## src/rtl/eth_tx_framer_if.sv

```systemverilog
// rtl/eth_tx_framer_if.sv - payload dibit stream (valid/ready/last) into the Ethernet TX framer
interface eth_tx_framer_if;
    logic       axiiv;
    logic [1:0] axiid;
    logic       axiil;
    logic       axiir;

    modport master (output axiiv, output axiid, output axiil, input axiir);
    modport slave  (input axiiv, input axiid, input axiil, output axiir);
endinterface

```

## src/rtl/eth_tx_framer.sv

```systemverilog
// rtl/eth_tx_framer.sv - RMII Ethernet II transmit framer; optional 802.1Q tag via ETH_TX_VLAN_EN
module eth_tx_framer #(
    parameter logic [47:0] DST_MAC     = 48'hFFFFFFFFFFFF,
    parameter logic [47:0] SRC_MAC     = 48'h69695A065491,
    parameter logic [15:0] ETHERTYPE   = 16'h88B5,
    parameter int          MIN_PAYLOAD = 46,
    parameter int          MAX_PAYLOAD = 1500,
`ifdef ETH_TX_VLAN_EN
    parameter logic [15:0] VLAN_TCI    = 16'h0001,
`endif
    parameter int          IFG_DIBITS  = 48
) (
    input  logic              clk,
    input  logic              rst_n,
    eth_tx_framer_if.slave    s_axi,
    output logic              phy_txen,
    output logic [1:0]        phy_txd,
    output logic              busy,
    output logic              frame_done,
    output logic              err_underrun,
    output logic              err_oversize
);

    typedef enum logic [3:0] {
        S_IDLE, S_PRE, S_SFD, S_DST, S_SRC,
`ifdef ETH_TX_VLAN_EN
        S_VLAN,
`endif
        S_TYPE, S_DATA, S_PAD, S_FCS, S_DRAIN, S_IFG
    } state_t;

`ifdef ETH_TX_VLAN_EN
    // The 4-byte tag counts towards the 64-byte minimum frame, so less padding is needed
    localparam int          PAD_BYTES  = MIN_PAYLOAD - 4;
    localparam logic [47:0] VLAN_FIELD = {16'h8100, VLAN_TCI, 16'h0000};
`else
    localparam int          PAD_BYTES  = MIN_PAYLOAD;
`endif
    localparam logic [12:0] MIN_DIBITS = 13'(PAD_BYTES * 4);
    localparam logic [12:0] MAX_DIBITS = 13'(MAX_PAYLOAD * 4);
    localparam logic [15:0] IFG_LAST   = 16'(IFG_DIBITS - 1);
    localparam logic [47:0] TYPE_FIELD = {ETHERTYPE, 32'h0000_0000};

    state_t      state_q, state_d;
    logic [15:0] cnt_q, cnt_d;
    logic [12:0] pay_q, pay_d;
    logic [31:0] crc_q, crc_d;
    logic        under_q, under_d;
    logic        over_q, over_d;
    logic        crc_en;
    logic        ready;
    logic [12:0] pay_inc;
    logic [15:0] cnt_sat;
    logic [31:0] crc_res;
    logic [31:0] fcs_word;
    logic [31:0] fcs_tx;

    // Reflected CRC-32 advanced by one dibit, bit 0 first (wire order)
    function automatic logic [31:0] crc_dibit(input logic [31:0] c, input logic [1:0] d);
        logic [31:0] r;
        r = c;
        for (int b = 0; b < 2; b++) begin
            r = (r[0] ^ d[b]) ? ((r >> 1) ^ 32'hEDB88320) : (r >> 1);
        end
        return r;
    endfunction

    // Dibit idx of a left-aligned field: bytes MSB first, each byte LSB dibit first
    function automatic logic [1:0] field_dibit(input logic [47:0] f, input logic [4:0] idx);
        logic [5:0] pos;
        pos = 6'd40 - {idx[4:2], 3'b000} + {3'b000, idx[1:0], 1'b0};
        return f[pos +: 2];
    endfunction

    assign pay_inc  = pay_q + 13'd1;
    assign cnt_sat  = (cnt_q == 16'hFFFF) ? cnt_q : cnt_q + 16'd1;
    // Byte-swapped so the first transmitted FCS byte sits in [31:24]
    assign crc_res  = ~crc_q;
    assign fcs_word = {crc_res[7:0], crc_res[15:8], crc_res[23:16], crc_res[31:24]};
    assign fcs_tx   = (under_q || over_q) ? ~fcs_word : fcs_word;
    assign busy     = (state_q != S_IDLE);
    assign s_axi.axiir = ready;

    // State, counters, running CRC and error flags
    always_ff @(posedge clk or negedge rst_n) begin
        if (!rst_n) begin
            state_q <= S_IDLE;
            cnt_q   <= '0;
            pay_q   <= '0;
            crc_q   <= '1;
            under_q <= 1'b0;
            over_q  <= 1'b0;
        end else begin
            state_q <= state_d;
            cnt_q   <= cnt_d;
            pay_q   <= pay_d;
            crc_q   <= crc_d;
            under_q <= under_d;
            over_q  <= over_d;
        end
    end

    // Frame sequencing, PHY pin drive and CRC feed
    always_comb begin
        state_d      = state_q;
        cnt_d        = cnt_q + 16'd1;
        pay_d        = pay_q;
        crc_d        = crc_q;
        under_d      = under_q;
        over_d       = over_q;
        crc_en       = 1'b0;
        ready        = 1'b0;
        phy_txen     = 1'b0;
        phy_txd      = 2'b00;
        frame_done   = 1'b0;
        err_underrun = 1'b0;
        err_oversize = 1'b0;
        case (state_q)
            S_IDLE: begin
                cnt_d   = '0;
                pay_d   = '0;
                crc_d   = '1;
                under_d = 1'b0;
                over_d  = 1'b0;
                if (s_axi.axiiv) state_d = S_PRE;
            end
            S_PRE: begin
                phy_txen = 1'b1;
                phy_txd  = 2'b01;
                if (cnt_q == 16'd27) begin state_d = S_SFD; cnt_d = '0; end
            end
            S_SFD: begin
                phy_txen = 1'b1;
                phy_txd  = (cnt_q[1:0] == 2'd3) ? 2'b11 : 2'b01;
                if (cnt_q == 16'd3) begin state_d = S_DST; cnt_d = '0; end
            end
            S_DST: begin
                phy_txen = 1'b1;
                crc_en   = 1'b1;
                phy_txd  = field_dibit(DST_MAC, cnt_q[4:0]);
                if (cnt_q == 16'd23) begin state_d = S_SRC; cnt_d = '0; end
            end
            S_SRC: begin
                phy_txen = 1'b1;
                crc_en   = 1'b1;
                phy_txd  = field_dibit(SRC_MAC, cnt_q[4:0]);
                if (cnt_q == 16'd23) begin
`ifdef ETH_TX_VLAN_EN
                    state_d = S_VLAN;
`else
                    state_d = S_TYPE;
`endif
                    cnt_d = '0;
                end
            end
`ifdef ETH_TX_VLAN_EN
            S_VLAN: begin
                phy_txen = 1'b1;
                crc_en   = 1'b1;
                phy_txd  = field_dibit(VLAN_FIELD, cnt_q[4:0]);
                if (cnt_q == 16'd15) begin state_d = S_TYPE; cnt_d = '0; end
            end
`endif
            S_TYPE: begin
                phy_txen = 1'b1;
                crc_en   = 1'b1;
                phy_txd  = field_dibit(TYPE_FIELD, cnt_q[4:0]);
                if (cnt_q == 16'd7) begin state_d = S_DATA; cnt_d = '0; end
            end
            S_DATA: begin
                phy_txen = 1'b1;
                crc_en   = 1'b1;
                ready    = 1'b1;
                pay_d    = pay_inc;
                cnt_d    = '0;
                if (!s_axi.axiiv) begin
                    // Source starved us: a 00 dibit goes out and the frame is closed as bad
                    under_d = 1'b1;
                    state_d = (pay_inc < MIN_DIBITS) ? S_PAD : S_FCS;
                end else begin
                    phy_txd = s_axi.axiid;
                    if (s_axi.axiil) begin
                        state_d = (pay_inc < MIN_DIBITS) ? S_PAD : S_FCS;
                    end else if (pay_inc == MAX_DIBITS) begin
                        over_d  = 1'b1;
                        state_d = S_FCS;
                    end
                end
            end
            S_PAD: begin
                phy_txen = 1'b1;
                crc_en   = 1'b1;
                pay_d    = pay_inc;
                if (pay_inc == MIN_DIBITS) begin state_d = S_FCS; cnt_d = '0; end
            end
            S_FCS: begin
                phy_txen = 1'b1;
                phy_txd  = field_dibit({fcs_tx, 16'h0000}, cnt_q[4:0]);
                if (cnt_q == 16'd15) begin
                    frame_done   = 1'b1;
                    err_underrun = under_q;
                    err_oversize = over_q;
                    state_d      = over_q ? S_DRAIN : S_IFG;
                    cnt_d        = '0;
                end
            end
            S_DRAIN: begin
                // Swallow the rest of the oversized payload while the gap already elapses
                ready = 1'b1;
                cnt_d = cnt_sat;
                if (s_axi.axiiv && s_axi.axiil) state_d = S_IFG;
            end
            S_IFG: begin
                cnt_d = cnt_sat;
                if (cnt_q >= IFG_LAST) begin
                    cnt_d   = '0;
                    pay_d   = '0;
                    crc_d   = '1;
                    under_d = 1'b0;
                    over_d  = 1'b0;
                    state_d = s_axi.axiiv ? S_PRE : S_IDLE;
                end
            end
            default: state_d = S_IDLE;
        endcase
        if (crc_en) crc_d = crc_dibit(crc_q, phy_txd);
    end

endmodule

```

## src/flat_wrapper.sv

```systemverilog
// flat-port wrapper written by rule: the top's interface ports become plain ports
module eth_tx_framer_flat 
#(
    parameter logic [47:0] DST_MAC     = 48'hFFFFFFFFFFFF,
    parameter logic [47:0] SRC_MAC     = 48'h69695A065491,
    parameter logic [15:0] ETHERTYPE   = 16'h88B5,
    parameter int          MIN_PAYLOAD = 46,
    parameter int          MAX_PAYLOAD = 1500,

    parameter int          IFG_DIBITS  = 48
)
  (clk, rst_n, phy_txen, phy_txd, busy, frame_done, err_underrun, err_oversize, s_axi_axiiv, s_axi_axiid, s_axi_axiil, s_axi_axiir);
  eth_tx_framer_if s_axi_i ();
  input  logic clk;
  input  logic rst_n;
  output logic phy_txen;
  output logic [1:0] phy_txd;
  output logic busy;
  output logic frame_done;
  output logic err_underrun;
  output logic err_oversize;
  input wire logic [$bits(s_axi_i.axiiv)-1:0] s_axi_axiiv;
  input wire logic [$bits(s_axi_i.axiid)-1:0] s_axi_axiid;
  input wire logic [$bits(s_axi_i.axiil)-1:0] s_axi_axiil;
  output wire logic [$bits(s_axi_i.axiir)-1:0] s_axi_axiir;
  assign s_axi_i.axiiv = s_axi_axiiv;
  assign s_axi_i.axiid = s_axi_axiid;
  assign s_axi_i.axiil = s_axi_axiil;
  assign s_axi_axiir = s_axi_i.axiir;
  eth_tx_framer #(.DST_MAC(DST_MAC), .SRC_MAC(SRC_MAC), .ETHERTYPE(ETHERTYPE), .MIN_PAYLOAD(MIN_PAYLOAD), .MAX_PAYLOAD(MAX_PAYLOAD), .IFG_DIBITS(IFG_DIBITS)) u_core (.clk(clk), .rst_n(rst_n), .s_axi(s_axi_i), .phy_txen(phy_txen), .phy_txd(phy_txd), .busy(busy), .frame_done(frame_done), .err_underrun(err_underrun), .err_oversize(err_oversize));
endmodule
```

## config.mk

```make
export PLATFORM = sky130hd
export DESIGN_NAME = eth_tx_framer_flat
export DESIGN_NICKNAME = d
export VERILOG_FILES = /design/src/rtl/eth_tx_framer_if.sv /design/src/rtl/eth_tx_framer.sv /design/src/flat_wrapper.sv
export SDC_FILE = /design/constraint.sdc
export NUM_CORES = 1
export LEC_CHECK = 0
export BUFFER_PORTS_ARGS = -buffer_cell sky130_fd_sc_hd__buf_4
export CAP_MARGIN = 20
export CORE_MARGIN = 10
export CORE_UTILIZATION = 50
export CTS_BUF_LIST = sky130_fd_sc_hd__clkbuf_16
export CTS_CLUSTER_SIZE = 10
export DETAILED_ROUTE_END_ITERATION = 6
export PLACE_DENSITY = 0.72
export SETUP_SLACK_MARGIN = 0.4
export SKIP_CTS_REPAIR_TIMING = 1
export SLEW_MARGIN = 20
export SYNTH_ARGS = -nofsm -noshare
export SYNTH_HDL_FRONTEND = slang
export SYNTH_SLANG_ARGS = --single-unit
export TNS_END_PERCENT = 20
```

## constraint.sdc

```tcl
create_clock -name clk -period 3.1 [get_ports clk]
set_input_delay 0.31 -clock clk [delete_from_list [all_inputs] [get_ports clk]]
set_output_delay 0.31 -clock clk [all_outputs]
set_load 0.02 [all_outputs]
```

After elaboration in Yosys (flattened, before gate mapping)
Cells that the tools add are included.
{"block": "totals", "ff_bits": 67, "latchBits": 0, "mem_bits_rw": 0, "mem_bits_ro": 0, "in_bits": 6, "output_inout_bits": 8, "word_cells": 128, "memories": 0}
{"block": "classes", "n_addsub": 4, "mul": 0, "div_mod_pow": 0, "n_lt_le_gt_ge": 2, "n_eq_ne": 35, "shift": 4, "muxes": 53, "bitwise": 6, "n_reduce_logical": 18}
{"cell": "$mux 32", "n": 5}
{"cell": "$pmux 16 s9", "n": 1}
{"cell": "$shiftx 48x7->2 const A", "n": 3}
{"cell": "$mux 16", "n": 8}
{"cell": "$not 32->32", "n": 2}
{"cell": "$pmux 32 s2", "n": 1}
{"cell": "$mux 4", "n": 14}
{"cell": "$shiftx 48x7->2", "n": 1}
{"cell": "$pmux 4 s11", "n": 1}
{"cell": "$pmux 13 s3", "n": 1}
{"cell": "$eq 16x5->1 const B", "n": 2}
{"cell": "$not 13->14", "n": 2}
{"cell": "$ne 2x1->1 const B", "n": 10}
{"cell": "$add 16x1->16 const B", "n": 1}
{"cell": "$eq 16x16->1 const B", "n": 1}
{"cell": "$eq 16x2->1 const B", "n": 1}
{"cell": "$eq 16x3->1 const B", "n": 1}
{"cell": "$eq 16x4->1 const B", "n": 1}
{"cell": "$eq 4x3->1 const B", "n": 4}
{"cell": "$ge 16x6->1 const B", "n": 1}
{"cell": "$mux 1", "n": 15}
{"cell": "$pmux 2 s7", "n": 1}
{"cell": "$add 13x1->13 const B", "n": 1}
{"cell": "$eq 13x13->1 const B", "n": 1}
{"cell": "other kinds (27)", "n": 43}

Logic depth before layout (Yosys ltp)
Gate-level depths: netlist of the first run.
{"block": "depth", "depth_word": 10, "ltp_mapped": 13}

Least setup slack after synthesis of the first run
Ideal clock, no wire load.
{"block": "synth_timing", "path_kind": "register to register", "startpoint": "reg u_core.state_q[2]", "endpoint": "reg u_core.crc_q[8]", "setup_time_ns": 0.073, "t_arrival_ns": 2.645, "setup_slack_ns": 0.382, "path_stages_with_launch": 12, "path_buffers": 3, "cell_sequence": "dfrtp_1 buf_6 or4b_4 buf_2 o211ai_1 nand4_1 nand4_1 o211a_2 xnor2_4 buf_8 xnor3_1 a21oi_1"}
{"block": "synth_via", "elab_chain_cells": 7, "word_cells_on_any_way": 23, "cone_classes": "eq/ne (10); mux (6); bitwise (3); reduce/logical (4)"}
{"element": "from (decl)", "line_no": "eth_tx_framer.sv:44", "rtl": "state_t state_q, state_d;"}
{"element": "from (signal assigned)", "line_no": "eth_tx_framer.sv:94", "rtl": "state_q <= state_d;"}
{"element": "$eq 4x4->1 (tied with other cells)", "line_no": "eth_tx_framer.sv:118", "rtl": "case (state_q)"}
{"element": "$pmux 2 s7 (*)", "line_no": "eth_tx_framer.sv:118"}
{"element": "via phy_txd[0]", "line_no": "flat_wrapper.sv:17", "rtl": "output logic [1:0] phy_txd;"}
{"element": "$xor 1x1->1 (*)", "line_no": "eth_tx_framer.sv:63", "rtl": "r = (r[0] ^ d[b]) ? ((r >> 1) ^ 32'hEDB88320) : (r >> 1);"}
{"element": "$mux 32 (*)", "line_no": "eth_tx_framer.sv:63"}
{"element": "$not 13->14 (no source line)"}
{"element": "$mux 32 (*)", "line_no": "eth_tx_framer.sv:63"}
{"element": "$mux 32 (*)", "line_no": "eth_tx_framer.sv:226", "rtl": "if (crc_en) crc_d = crc_dibit(crc_q, phy_txd);"}
{"element": "to (signal assigned)", "line_no": "eth_tx_framer.sv:97", "rtl": "crc_q <= crc_d;"}
{"element": "to (decl)", "line_no": "eth_tx_framer.sv:47", "rtl": "logic [31:0] crc_q, crc_d;"}
The timed path passes the listed nets; every way through them passes the cells marked *.
A chain may end at the register's enable or synchronous reset.

Final worst setup path of the first run
{"block": "layout_timing", "startpoint": "reg u_core.state_q[1]", "endpoint": "reg u_core.crc_q[23]"}
{"block": "layout_via", "elab_chain_cells": 7, "word_cells_on_any_way": 23, "cone_classes": "eq/ne (10); mux (6); bitwise (3); reduce/logical (4)"}
{"element": "$eq 4x4->1 (tied with other cells)", "line_no": "eth_tx_framer.sv:118"}
{"element": "$pmux 2 s7", "line_no": "eth_tx_framer.sv:118"}
{"element": "$xor 1x1->1", "line_no": "eth_tx_framer.sv:63"}
{"element": "$mux 32", "line_no": "eth_tx_framer.sv:63"}
{"element": "$not 13->14 (no source line)"}
{"element": "$mux 32", "line_no": "eth_tx_framer.sv:63"}
{"element": "$mux 32", "line_no": "eth_tx_framer.sv:226"}
Parallel ways exist; a longest one is shown, timed or not.

==> results.json, run 1 <==
{
  "slew_viol_final": 0,
  "setup_viol": 0,
  "clock.fmax_mhz": 329,
  "dieArea_sq_um": 14000,
  "drcViolationCount": 0,
  "antenna_found_initial": 0,
  "initial_core_util": 0.518,
  "power.total_mw": 7.33,
  "yosysWarnings": 0,
  "slew_headroom": 0.424,
  "drive_gt1_frac": 0.233,
  "fin_tns_setup_ns": 0,
  "fin_crit_ns": 3.04,
  "p_leak_nw": 2.32,
  "postSynthCellCount": 561,
  "core_sq_um": 9330,
  "h-tree-depth": 3,
  "post_drt_wl_per_cell_um": 17.3,
  "core.rowCount": 35,
  "min_path_type": "in2async",
  "track_usage": 0.166,
  "gp_congestion": 0.923,
  "antenna_cells": 0,
  "final_util": 0.605,
  "period_share": 0.980,
  "worstPathArrival_ns": 3.29,
  "fillers": 772,
  "power.density_nw_per_um2": 1300,
  "fin_nets": 593,
  "cts_root_buffer": "clkbuf_16",
  "synth_area_sq_um": 4830,
  "cts.sink_count": 67,
  "dp_hpwl_um": 8160,
  "synth-seq-area-share": 0.356,
  "path_cells": "or4b_4 -> buf_6 -> nor2_4 -> nand2_1 -> a32oi_1 -> nand3_1 -> a211oi_4 -> xor2_2 -> buf_4 -> buf_6 -> xnor3_1 -> a21oi_2",
  "cts_made_buffers": 9,
  "status": "complete, no violations",
  "cts_tree": "done",
  "routed_wl_um": 12400,
  "ys_seq_elements": 67,
  "crit_path_max_incr_delay_ns": 0.60,
  "rsz0062_at_grt": "yes",
  "cp_max_fo": 6,
  "area_delta_synth_final_pct": 16.9,
  "clk_pin_slew_worst_paths_ns": 0.05,
  "grt_pass1_wl_um": 19800,
  "globalRouteOverflowTotal": 0,
  "cp-end-kind": "flip-flop",
  "insertion_delay_ns": 0.33,
  "grt_max_degree": 68,
  "cp.required_ns": 3.36,
  "grt_pass1_vias": 4089,
  "drt_iter0_markers": 289,
  "firstDrtPassIters": 4,
  "drv_cap": 0,
  "netlist-cell-type-count": 76,
  "startpoint_type": "flip-flop",
  "ant_nets": 0,
  "synth_edf_count": 0,
  "vias": 4317,
  "clock_path_buffers": 2,
  "io_pins": 14,
  "syn_avg_cell_area_sq_um": 8.60,
  "portBuffers": 13,
  "fp.dieW_um": 118,
  "ys.flop_type": "dfrtp_1",
  "die_y_um": 118,
  "peakVddDrop_uv": 986,
  "crit_slowest_cell": "or4b_4",
  "finalHoldViolations": 0,
  "via_per_inst": 6.01,
  "synthArstFlopShare": 1.00,
  "tightestPinTransition_ns": 0.864,
  "cp_common_cell": "buf_6",
  "critPathTopFamily": "simple AND/OR/NAND/NOR gates",
  "critPathKind": "reg2reg",
  "cp.buffers_inverters": 3,
  "syn-num-nets": 570,
  "fin_skew_ns": 0.00700,
  "layout_common_cells": "nor2_1 (50), a21oi_1 (50), buf_4 (48), nand2_1 (42)"
}
## stage by stage
stage	worst slack, ns	area [sq um]	std cells	hold WS [ns]
global placement	0.163	5140	690	0.468
floorplan	0.416	4830	561	0.0144
finish	0.0632	5640	718	0.0790
CTS	-0.148	5430	706	0.127
detailed placement	-0.0252	5140	690	0.480
global route	0.00123	5640	718	0.179
## logic make-up after synthesis
| group | count (synthesis) | synth area share |
|---|---|---|
| buf+inv | 59 | 0.0573 |
| simple gates | 197 | 0.205 |
| fa+ha+maj | 3 | 0.00778 |
| flops | 67 | 0.356 |
| compound gates | 161 | 0.216 |
| mux | 9 | 0.0194 |
| xor+xnor | 65 | 0.139 |
## routing by layer
| metal | routed length, um | share of wire | GRT usage | vias to the layer above |
|---|---|---|---|---|
| met5 | 0 | 0 | 0 | - |
| met3 | 619 | 0.050 | 0.0300 | 29 |
| met2 | 5720 | 0.46 | 0.263 | 125 |
| met1 | 5770 | 0.47 | 0.217 | 2103 |
| li1 | - | - | - | 2060 |
| met4 | 278 | 0.022 | 0.0696 | 0 |
## worst register-to-register path, cell delays in order, from the launching register on
cell,delay (ns)
dfrtp_2,0.44
or4b_4,0.61
buf_6,0.16
nor2_4,0.08
nand2_1,0.09
a32oi_1,0.21
nand3_1,0.14
a211oi_4,0.30
xor2_2,0.26
buf_4,0.16
buf_6,0.11
xnor3_1,0.25
a21oi_2,0.16
## path summary, 6_finish.rpt
| kind | startpoint | to | slack [ns] | depth (start not counted) |
|---|---|---|---|---|
| worst min-delay path | rst_n | u_core.cnt_q[11] | 0.08 | 1 |
| worst min register to register | u_core.crc_q[28] | u_core.crc_q[28] | 0.51 | 2 |
| max in group asynchronous | rst_n | u_core.pay_q[8] | 2.38 | 1 |
| worst max register to register | u_core.state_q[1] | u_core.crc_q[23] | 0.06 | 12 |
| worst max-delay path | u_core.state_q[1] | u_core.crc_q[23] | 0.06 | 12 |
| min in group clk | s_axi_axiiv | u_core.under_q | 0.33 | 4 |
## cell usage after synthesis, types with 5 or more instances
cell type,n,share of area
a21oi_1,51,0.053
nor2_1,51,0.040
nand2_1,43,0.033
dfrtp_1,35,0.18
dfstp_2,32,0.17
xnor2_1,32,0.058
nand3_1,31,0.032
o21ai_1,29,0.030
clkbuf_1,26,0.020
xor2_1,26,0.047
inv_1,12,0.0093
o22a_1,12,0.022
buf_2,11,0.011
nor3_1,10,0.010
and3_1,9,0.012
nand2b_1,9,0.012
o21ai_0,9,0.0093
nand4_1,8,0.010
o311ai_1,8,0.015
mux2i_1,6,0.012
nor4_1,6,0.0078
o22ai_1,6,0.0078
xnor3_1,6,0.028
a31oi_1,5,0.0065
and2_1,5,0.0065
or3_1,5,0.0065
## registers in the layout, indices dropped and copies added, names as in the netlist
signal	cells
u_core.under_q	1
u_core.over_q	1
u_core.pay_q	13
u_core.state_q	4
u_core.cnt_q	16
u_core.crc_q	32
## power breakdown
group / switching, mW / internal [mW]
combinational: 2.40 / 2.24
sequential: 0.337 / 1.37
clock: 0.372 / 0.612
total: 3.10 / 4.23
## final cells by class
cell class              count  area, sq um  area share
clock buffers               9          225      0.0399
flip-flops and latches     67         1720       0.305
multi-input cells         437         2960       0.525
clock inverters             7         60.1      0.0106
inverters                  15         56.3     0.00998
repair buffers             54          459      0.0814
well taps                 129          161      0.0286
(Power assumes the default switching activity.)
==> run 2: changes to the inputs <==
--- a/config.mk
+++ b/config.mk
@@ -5,14 +5,14 @@
 export SDC_FILE = /design/constraint.sdc
 export NUM_CORES = 1
 export LEC_CHECK = 0
-export BUFFER_PORTS_ARGS = -buffer_cell sky130_fd_sc_hd__buf_4
+export BUFFER_PORTS_ARGS = -buffer_cell sky130_fd_sc_hd__buf_2
 export CAP_MARGIN = 20
 export CORE_MARGIN = 10
-export CORE_UTILIZATION = 50
+export CORE_UTILIZATION = 28
 export CTS_BUF_LIST = sky130_fd_sc_hd__clkbuf_16
 export CTS_CLUSTER_SIZE = 10
 export DETAILED_ROUTE_END_ITERATION = 6
-export PLACE_DENSITY = 0.72
+export PLACE_DENSITY = 0.48
 export SETUP_SLACK_MARGIN = 0.4
 export SKIP_CTS_REPAIR_TIMING = 1
 export SLEW_MARGIN = 20
==> run 2 against run 1 <==
  * Core utilization down 26 points
  * Maximum frequency increased by 3.4%
  * Worst setup slack better by 0.10 ns
  * Largest cell class unchanged
  * Wire length grew 9.7%
  * Via count shrank 1.5%
  * Non-clock buffer count grew 5
  * Largest power group unchanged
  * Clock-buffer cell count is 2 higher
  * Register-to-register slack gained 0.13 ns
  * Clock power hardly changed
  * Cell count up 13%
  * First-iteration DRC count up 5.2%
==> results.json, run 2 (synthesis results as in run 1) <==
{
  "clock_path_buffers": 2,
  "peakVddDrop_uv": 556,
  "fin_skew_ns": 0.00748,
  "clk_pin_slew_worst_paths_ns": 0.06,
  "die_y_um": 151,
  "grt_pass1_vias": 4041,
  "cts_tree": "done",
  "ant_nets": 0,
  "antenna_cells": 0,
  "gp_congestion": 0.888,
  "post_drt_wl_per_cell_um": 16.7,
  "setup_viol": 0,
  "status": "complete, no violations",
  "clock.fmax_mhz": 341,
  "rsz0062_at_grt": "yes",
  "core.rowCount": 47,
  "track_usage": 0.122,
  "dieArea_sq_um": 22900,
  "p_leak_nw": 2.33,
  "min_path_type": "in2async",
  "startpoint_type": "flip-flop",
  "final_util": 0.342,
  "layout_top_registers": "u_core.crc_q: 32 flops, u_core.cnt_q: 16 flops, u_core.pay_q: 13 flops",
  "power.total_mw": 7.16,
  "dp_hpwl_um": 9710,
  "timing.hold.ws_ns": 0.0937,
  "insertion_delay_ns": 0.34,
  "cp_max_fo": 5,
  "grt_pass1_wl_um": 22100,
  "firstDrtPassIters": 5,
  "globalRouteOverflowTotal": 0,
  "grt_max_degree": 38,
  "finalHoldViolations": 0,
  "p_clk_frac": 0.141,
  "tightestPinTransition_ns": 0.893,
  "antenna_found_initial": 0,
  "slew_headroom": 0.405,
  "io_pins": 14,
  "cts_root_buffer": "clkbuf_16",
  "vias": 4254,
  "drcViolationCount": 0,
  "drive_gt1_frac": 0.219,
  "cts.sink_count": 67,
  "drt_iter0_markers": 304,
  "worstPathArrival_ns": 2.63,
  "cp.required_ns": 2.79,
  "h-tree-depth": 3,
  "cts_made_buffers": 9,
  "regMostFlops": "u_core.crc_q",
  "p_switching_mw": 3.03,
  "combPwrFrac": 0.621,
  "fp.dieW_um": 151,
  "placed_cell_area_sq_um": 5290,
  "fin_nets": 597,
  "period_share": 0.947,
  "routed_wl_um": 13600,
  "drv_cap": 0,
  "layout_common_cells": "a21oi_1 (51), nor2_1 (48), nand2_1 (43), buf_4 (39)",
  "fin_crit_ns": 2.94,
  "fin_tns_setup_ns": 0,
  "internal-power_mw": 4.13,
  "final_common_cell": "a21oi_1",
  "power.density_nw_per_um2": 1250,
  "largest_register_ffs": 32,
  "initial_core_util": 0.288,
  "seqPwrFrac": 0.238,
  "portBuffers": 13,
  "stdcell_area_sq_um": 5730,
  "core_sq_um": 16800,
  "area_delta_synth_final_pct": 18.6,
  "via_per_inst": 5.23,
  "slew_viol_final": 0,
  "cp-end-kind": "primary output",
  "critPathKind": "reg2out",
  "p_sw_frac": 0.423
}
==> run 2: changes by cell type in the layout (fill, tap and decap cells not counted), sizes merged <==
cell | before | now
and2 | 6 | 5
buf | 53 | 58
bufinv | 1 | 0
clkbuf | 10 | 12
clkinvlp | 1 | 0
==> run 2: area by class of cell <==
| type | count | area (sq um) |
|---|---|---|
| Clock inverter | 5 | 23.8 |
| Multi-Input combinational cell | 436 | 2890 |
| Sequential cell | 67 | 1720 |
| Timing Repair Buffer | 59 | 483 |
| Tap cell | 220 | 275 |
| Clock buffer | 11 | 275 |
| Fill cell | 1734 | 11000 |
| Inverter | 15 | 56.3 |
==> run 2: power by group through the flow <==
stage / Clock [mW] / Combinational, mW / Sequential [mW]
4_1_cts: 1.05 / 4.34 / 1.69
2_1_floorplan: 0 / 3.37 / 1.59
5_1_grt: 1.09 / 4.89 / 1.75
3_5_place_dp: 0 / 4.32 / 1.71
3_3_place_gp: 0 / 4.30 / 1.69
6_report: 1.01 / 4.45 / 1.71
==> run 2: per-stage QoR <==
stage / setup slack, ns / instances
global route: 0.0181 / 813
finish: 0.164 / 813
CTS: 0.110 / 806
floorplan: 0.416 / 561
detailed placement: 0.193 / 790
global placement: 0.159 / 790
==> run 2: worst paths after layout <==
| check | start | end | slack, ns | cells after the start |
|---|---|---|---|---|
| hold / removal | rst_n | u_core.pay_q[8] | 0.09 | 1 |
| setup reg to reg | u_core.state_q[0] | u_core.crc_q[8] | 0.19 | 11 |
| max in group asynchronous | rst_n | u_core.crc_q[6] | 2.15 | 2 |
| hold reg to reg | u_core.crc_q[19] | u_core.crc_q[19] | 0.51 | 2 |
| setup / recovery | u_core.state_q[0] | phy_txd[1] | 0.16 | 10 |
| min in group clk | s_axi_axiiv | u_core.under_q | 0.39 | 4 |
==> run 2: per-layer routing <==
layer | wire length (um) | part of all wire | GRT usage | vias to the layer above
met5 | 0 | 0 | 0 | -
met4 | 146 | 0.011 | 0.0313 | 0
met3 | 503 | 0.037 | 0.0337 | 9
met2 | 6540 | 0.48 | 0.192 | 73
met1 | 6390 | 0.47 | 0.162 | 2100
li1 | - | - | - | 2072
==> run 2: critical path: stages, from the launching register on <==
cell and delay, ns:
dfrtp_2 0.44, or4b_4 0.61, buf_6 0.16, nand2_4 0.07
a31oi_1 0.09, a211oi_1 0.24, nor4_1 0.08, a211oi_2 0.28
buf_4 0.17, inv_2 0.03, buf_6 0.12
